## src/rtl/spike_rate_encoder.sv

```systemverilog
// spike_rate_encoder
//   Deterministic rate-coding spike generator. Each channel holds an
//   intensity value. On every enabled RUN step, that value is added into a
//   VAL_W-bit accumulator. The carry-out of that addition is the channel's
//   spike for the step. Over 2^VAL_W steps, starting from a cleared
//   accumulator, a channel therefore fires exactly `value` times.
//
// Ports
//   clk         rising-edge clock
//   rst_n       synchronous active-low reset
//   enable      step advance gate in RUN (low = stall)
//   load        captures `values` into the intensity registers (IDLE/DONE only)
//   values      channel i intensity at bits [i*VAL_W +: VAL_W]
//   window_len  steps per window, sampled on start
//   start       begins a window (IDLE/DONE only)
//   busy        high while in RUN
//   done        high while in DONE
//   spikes_out  registered 1-cycle spike pulses, one bit per channel
//   step_count  steps completed in the current or last window
module spike_rate_encoder #(
   parameter int CHANNELS = 8,
   parameter int VAL_W    = 4,
   parameter int WIN_W    = 5
) (
   input  logic                      clk,
   input  logic                      rst_n,
   input  logic                      enable,
   input  logic                      load,
   input  logic [CHANNELS*VAL_W-1:0] values,
   input  logic [WIN_W-1:0]          window_len,
   input  logic                      start,
   output logic                      busy,
   output logic                      done,
   output logic [CHANNELS-1:0]       spikes_out,
   output logic [WIN_W-1:0]          step_count
);

   typedef enum logic [1:0] {IDLE, RUN, DONE} state_t;

   state_t            state;
   logic [VAL_W-1:0]  intensity [CHANNELS];
   logic [VAL_W-1:0]  acc       [CHANNELS];
   logic [VAL_W:0]    sum       [CHANNELS];
   logic [WIN_W-1:0]  win_len;
   logic [WIN_W-1:0]  step_next;

   // One accumulation step, one bit wider than the operands so the MSB is
   // the carry-out that becomes the spike.
   function automatic logic [VAL_W:0] acc_step(input logic [VAL_W-1:0] a,
                                               input logic [VAL_W-1:0] v);
      return {1'b0, a} + {1'b0, v};
   endfunction

   always_comb begin
      for (int i = 0; i < CHANNELS; i++) begin
         sum[i] = acc_step(acc[i], intensity[i]);
      end
   end

   assign step_next = step_count + WIN_W'(1);

   always_ff @(posedge clk) begin
      if (!rst_n) begin
         state      <= IDLE;
         busy       <= 1'b0;
         done       <= 1'b0;
         spikes_out <= '0;
         step_count <= '0;
         win_len    <= '0;
         for (int i = 0; i < CHANNELS; i++) begin
            acc[i]       <= '0;
            intensity[i] <= '0;
         end
      end else begin
         // Any edge that is not an enabled RUN step clears the spike
         // vector, which keeps every pulse exactly one cycle wide.
         spikes_out <= '0;
         case (state)
            IDLE, DONE: begin
               if (load) begin
                  for (int i = 0; i < CHANNELS; i++) begin
                     intensity[i] <= values[i*VAL_W +: VAL_W];
                  end
               end
               if (start) begin
                  win_len    <= window_len;
                  step_count <= '0;
                  for (int i = 0; i < CHANNELS; i++) begin
                     acc[i] <= '0;
                  end
                  if (window_len == '0) begin
                     state <= DONE;
                     busy  <= 1'b0;
                     done  <= 1'b1;
                  end else begin
                     state <= RUN;
                     busy  <= 1'b1;
                     done  <= 1'b0;
                  end
               end
            end
            RUN: begin
               if (enable) begin
                  for (int i = 0; i < CHANNELS; i++) begin
                     spikes_out[i] <= sum[i][VAL_W];
                     acc[i]        <= sum[i][VAL_W-1:0];
                  end
                  step_count <= step_next;
                  if (step_next == win_len) begin
                     state <= DONE;
                     busy  <= 1'b0;
                     done  <= 1'b1;
                  end
               end
            end
            default: begin
               state <= IDLE;
               busy  <= 1'b0;
               done  <= 1'b0;
            end
         endcase
      end
   end

endmodule

```

## config.mk

```make
export PLATFORM = sky130hd
export DESIGN_NAME = spike_rate_encoder
export DESIGN_NICKNAME = d
export VERILOG_FILES = /design/src/rtl/spike_rate_encoder.sv
export SDC_FILE = /design/constraint.sdc
export NUM_CORES = 1
export LEC_CHECK = 0
export ABC_AREA = 0
export BUFFER_PORTS_ARGS = -buffer_cell sky130_fd_sc_hd__buf_2
export CORE_ASPECT_RATIO = 0.5
export CORE_MARGIN = 2
export CORE_UTILIZATION = 60
export DETAILED_ROUTE_END_ITERATION = 12
export PLACE_DENSITY_LB_ADDON = 0.08
export SYNTH_ARGS = -nofsm -noshare
export SYNTH_HDL_FRONTEND = slang
export SYNTH_SLANG_ARGS = --single-unit
```

## constraint.sdc

```tcl
create_clock -name clk -period 8.2 [get_ports clk]
set_clock_uncertainty 0.1 [all_clocks]
set_input_delay 0.82 -clock clk [delete_from_list [all_inputs] [get_ports clk]]
set_output_delay 0.82 -clock clk [all_outputs]
set_load 0.05 [all_outputs]
```

* Word level (Yosys, flattened, before mapping)
Memory sizes are Yosys's and may differ from the RTL's.
Index checks and enable logic that the tools add are counted.
** Storage, ports and cells
- Memories :: 2
- Memory bits (writable) :: 64
- Flip-flop bits (word level) :: 22
** Memories
- acc :: depth 8, bits a word 4, rd ports 8, clocked after memory_dff 0, write ports 8, line 42 : logic [VAL_W-1:0] acc [CHANNELS];
- intensity :: depth 8, bits a word 4, rd ports 8, clocked after memory_dff 0, write ports 8, line 41 : logic [VAL_W-1:0] intensity [CHANNELS];
** Operators by class
- Reduce and logical (&&, ||, !) cells :: 8
- Eq/ne operators :: 6
- Muxes and demuxes :: 55
- Bitwise operators :: 24
- $add $sub $neg :: 9
** Operators with widths (number)
- 2-to-1 mux 4 bit :: 24
- adder 4 x 4 -> 5 bit :: 8
- OR 1 bit :: 24
- 2-to-1 mux 1 bit :: 21
- 2-to-1 mux 5 bit :: 2
- one-hot mux 5 bit (2 select lines) :: 1
- AND reduction 3 bit :: 3
- 2-to-1 mux 2 bit :: 4
- != test 2 bit, second input constant :: 3
- adder 5 x 1 -> 5 bit, second input constant :: 1
- == test 5 bit :: 1
- zero test 5 bit :: 1
- one-hot mux 1 bit (2 select lines) :: 2
- one-hot mux 2 bit (2 select lines) :: 1
- == test 2 x 1 -> 1 bit, second input constant :: 1
- == test 2 bit, second input constant :: 1
- zero test 2 bit :: 1
- AND reduction 2 bit :: 1
- nonzero test 2 bit :: 1
- OR reduction 2 bit :: 1

* Logic depth before layout (Yosys ltp)
- Word-level depth :: 7
- Mapped depth :: 6
- Gate-level depth less buffers :: 6

* Least setup slack after synthesis
No wires, ideal clock.
- Kind :: input-to-reg
- Start :: input port load
- End :: memory intensity[0][0], enable pin
- Path buffers :: 0
- Data arrival time :: 3.138 ns
- Stages on the path :: 2
- Slack :: 4.496 ns
- Cell sequence :: inv_1 o21ai_0
** RTL lines
- start: declaration :: line 28 : input logic load,
- end: declaration :: line 41

==> summary.md <==
| Metric | Value |
|---|---|
| Fmax | 391 MHz |
| Storage cell area | 2280 um^2 |
| RSZ-0062 raised after global routing | no |
| Vias in the first global route | 2,871 |
| Clock-pin slew on the worst setup and hold paths | 0.06 ns |
| Data required, critical path | 8.25 ns |
| CTS buffer count | 9 |
| Cells after Synth | 356 |
| Post-synth top flop | edfxtp_1 |
| Clk pwr share | 37.6% |
| Clock Path Buffers | 2 |
| Tot GR Track Use | 22.5% |
| WL met3 | 388 um |
| Routed wl met2 | 3670 um |
| Die Wd | 121 um |
| GRT Residual Overflow | 0 |
| Max-cap violations | 0 |
| Synth area leader | edfxtp_1 |
| Worst Tran Pin Value | 1.11 ns |
| First-pass GRT wire length | 13,000 um |
| Multi-input gate area | 1680 um^2 |
| Die Height | 62.5 um |
| Clock Latency Late Sink | 0.34 ns |
| Layout cells sized above 1 | 16.7% |
| Comb pwr share | 12.8% |
| H-tree depth | 3 |
| Top-Level Pins | 57 |
| Final setup margin | 5.64 ns |
| Hold Path Origin | win_len[1] |
| Placement Setup Slack | 5.30 ns |
| Net Switching | 0.247 mW |
| Leak | 2.11 nW |
| Worst hold margin | 0.373 ns |
| Pint | 0.783 mW |
| WL/cell | 15.1 um |
| N_diodes | 0 |
| Num rows | 21 |
| Final Hold Violating Endpoints | 0 |
| Synth Cell Area | 4110 um^2 |
| # setup viols final | 0 |
| Filler cell count | 470 |
| RR Endpoint | acc[1][14] |
| Vias per inst | 5.36 |
| Type of the worst setup path | in2reg |
| Placed inst area | 4490 um^2 |
| Drt first pass iters | 4 |
| Post-Syn Nets | 439 |
| Largest net degree at the start of global routing | 33 |
| Fraction of registers with async set or reset after synthesis | 0% |
| Layout Cell Area excl Fill | 4770 um^2 |
| Post-CTS setup buffer count | 0 |
| Worst Hold Depth | 2 |
| Number of synthesized flops with an enable pin | 60 |
| Die area | 7570 um^2 |
| Wire length on met1 | 3500 um |
| Run status | finished clean |
| Antenna violations before repair | 0 |
| Synth top area share | 43.8% |
| DR DRC count | 0 |
| Setup tns final | 0 ns |
| Critical path fanouts, max | 30 |
| Core Area | 6650 um^2 |
| I/O Buffers | 56 |
| Period utilisation layout | 31.2% |
| Reg2Reg Depth | 3 |
| CTS Root Cell | clkbuf_16 |
| Startpoint types | input pin |
| DRT iter0 DRCs | 191 |
| VDD IR max | 0.132 mV |
| Hold Crit Class | reg2reg |
| Most common cell in the netlist | edfxtp_1 |
| Worst Hold End | win_len[1] |
| Relative slew margins | 25.8% |
| # resized after CTS | 0 |
| #FFs+latches synth | 84 |
| Initial Util | 61.9% |
| CTS tree | built |
| Flop-to-flop setup slack | 5.66 ns |
| Worst Setup End Kind | flop |
| Finished Layout Cells | 510 |
| Area growth syn-to-layout | 15.9% |
| Top cells by area, synth | edfxtp_1 (44%), dfxtp_1 (12%), ha_1 (10%) |
| Cts hold-fix bufs | 0 |
| DP Cell Count | 494 |
| PwrDens | 216 nW/um^2 |
| Syn Area/Cell | 11.6 um^2 |
| Net Sw Frac | 24.0% |
| RR Startpoint | state[0] |
| Highest Signal Layer | met4 |
| Final WL | 7690 um |
| Yosys cell types | 31 |
| Number of routed nets with antenna violations | 0 |
| Fin crit period | 2.56 ns |
| DP Wirelength | 5400 um |
| Synth top cells by count | edfxtp_1 (60), and2_1 (33), ha_1 (33), inv_1 (33), a21oi_1 (27) |
| Seq pwr share | 49.6% |
| Post-synthesis sequential area ratio | 55.5% |
| Vias | 2,736 |
| Fin. max-slew vios | 0 |
| Routability cong. | 0.859 |
| Number of synthesis warnings | 0 |
| Clock sink count | 84 |
| Final nets | 496 |
| CP arrival | 2.60 ns |
layout by cell type, fill, tap and decap left out, types with 4 or more instances in the layout:
master | Yosys | routed
clkbuf_1 | 9 | 4
nor2b_1 | 17 | 17
clkbuf_16 | 0 | 9
nand2_1 | 19 | 19
ha_1 | 33 | 33
edfxtp_1 | 60 | 60
and3_1 | 7 | 7
o21ai_0 | 10 | 9
dfxtp_1 | 24 | 24
inv_1 | 33 | 33
and2_1 | 33 | 33
a21oi_1 | 27 | 27
xnor2_1 | 7 | 7
xor2_1 | 11 | 11
a21o_1 | 9 | 9
buf_2 | 2 | 56
nand3_1 | 4 | 4
nor2_1 | 21 | 21
fa_1 | 8 | 8
nor3_1 | 8 | 7
worst max path at each step:
stage / cells past startpoint / from / slack [ns] / end
final: 4 / enable / 5.64 / acc[1][14]
after global routing: 3 / state[0] / 5.36 / acc[1][2]
after CTS: 3 / state[0] / 5.64 / acc[1][14]
after detailed placement: 4 / enable / 5.30 / acc[1][2]
after global placement: 4 / enable / 5.47 / acc[1][6]
after floorplan: 2 / load / 4.50 / intensity[0][0]
registers in the layout, summed over array words and instances, names as in the netlist:
register / flops
acc: 32
win_len: 5
intensity: 32
spikes_out: 8
step_count: 5
state: 2
per-stage QoR:
stage | utilization (%) | power (mW)
2_1_floorplan | - | 0.609
3_3_place_gp | 67.5 | 0.642
3_5_place_dp | 67.5 | 0.651
4_1_cts | 71.7 | 1.04
5_1_grt | 71.7 | 1.07
6_report | 71.7 | 1.03
power by group through the flow:
stage | clock network, mW | registers [mW] | logic, mW
global route | 0.409 | 0.515 | 0.150
finish | 0.387 | 0.511 | 0.132
detailed placement | 0 | 0.520 | 0.131
CTS | 0.396 | 0.512 | 0.133
floorplan | 0 | 0.520 | 0.0887
global placement | 0 | 0.518 | 0.124
cell type report:
class                      instances  share of cell area, %
sequential                        84                   47.9
timing repair buffer              57                   6.04
multi-input combinational        228                   35.2
inverter                          33                   2.60
tap                               92                   2.41
clock inverter                     3                  0.814
clock buffer                      13                   5.04
critical path: stages:
cell     delay [ns]
buf_2          0.10
and3b_1        0.49
nand2_1        0.78
nor3_1         0.40
metal layers:
layer / GRT usage, % / vias to the layer above
met2: 37.2 / 74
met4: 9.16 / 0
met3: 6.75 / 13
li1: - / 1336
met1: 27.8 / 1313
met5: 0 / -
logic make-up (layout without fill, tap and decap cells):
group / Yosys count / count (layout) / share of synthesized area (%)
compound gates: 51 / 51 / 7.21
simple gates: 117 / 117 / 15.2
mux: 1 / 1 / 0.243
fa+ha+maj: 41 / 41 / 13.9
flops: 84 / 84 / 55.5
xor+xnor: 18 / 18 / 3.83
buf+inv: 44 / 106 / 4.08
(Power assumes the default switching activity.)
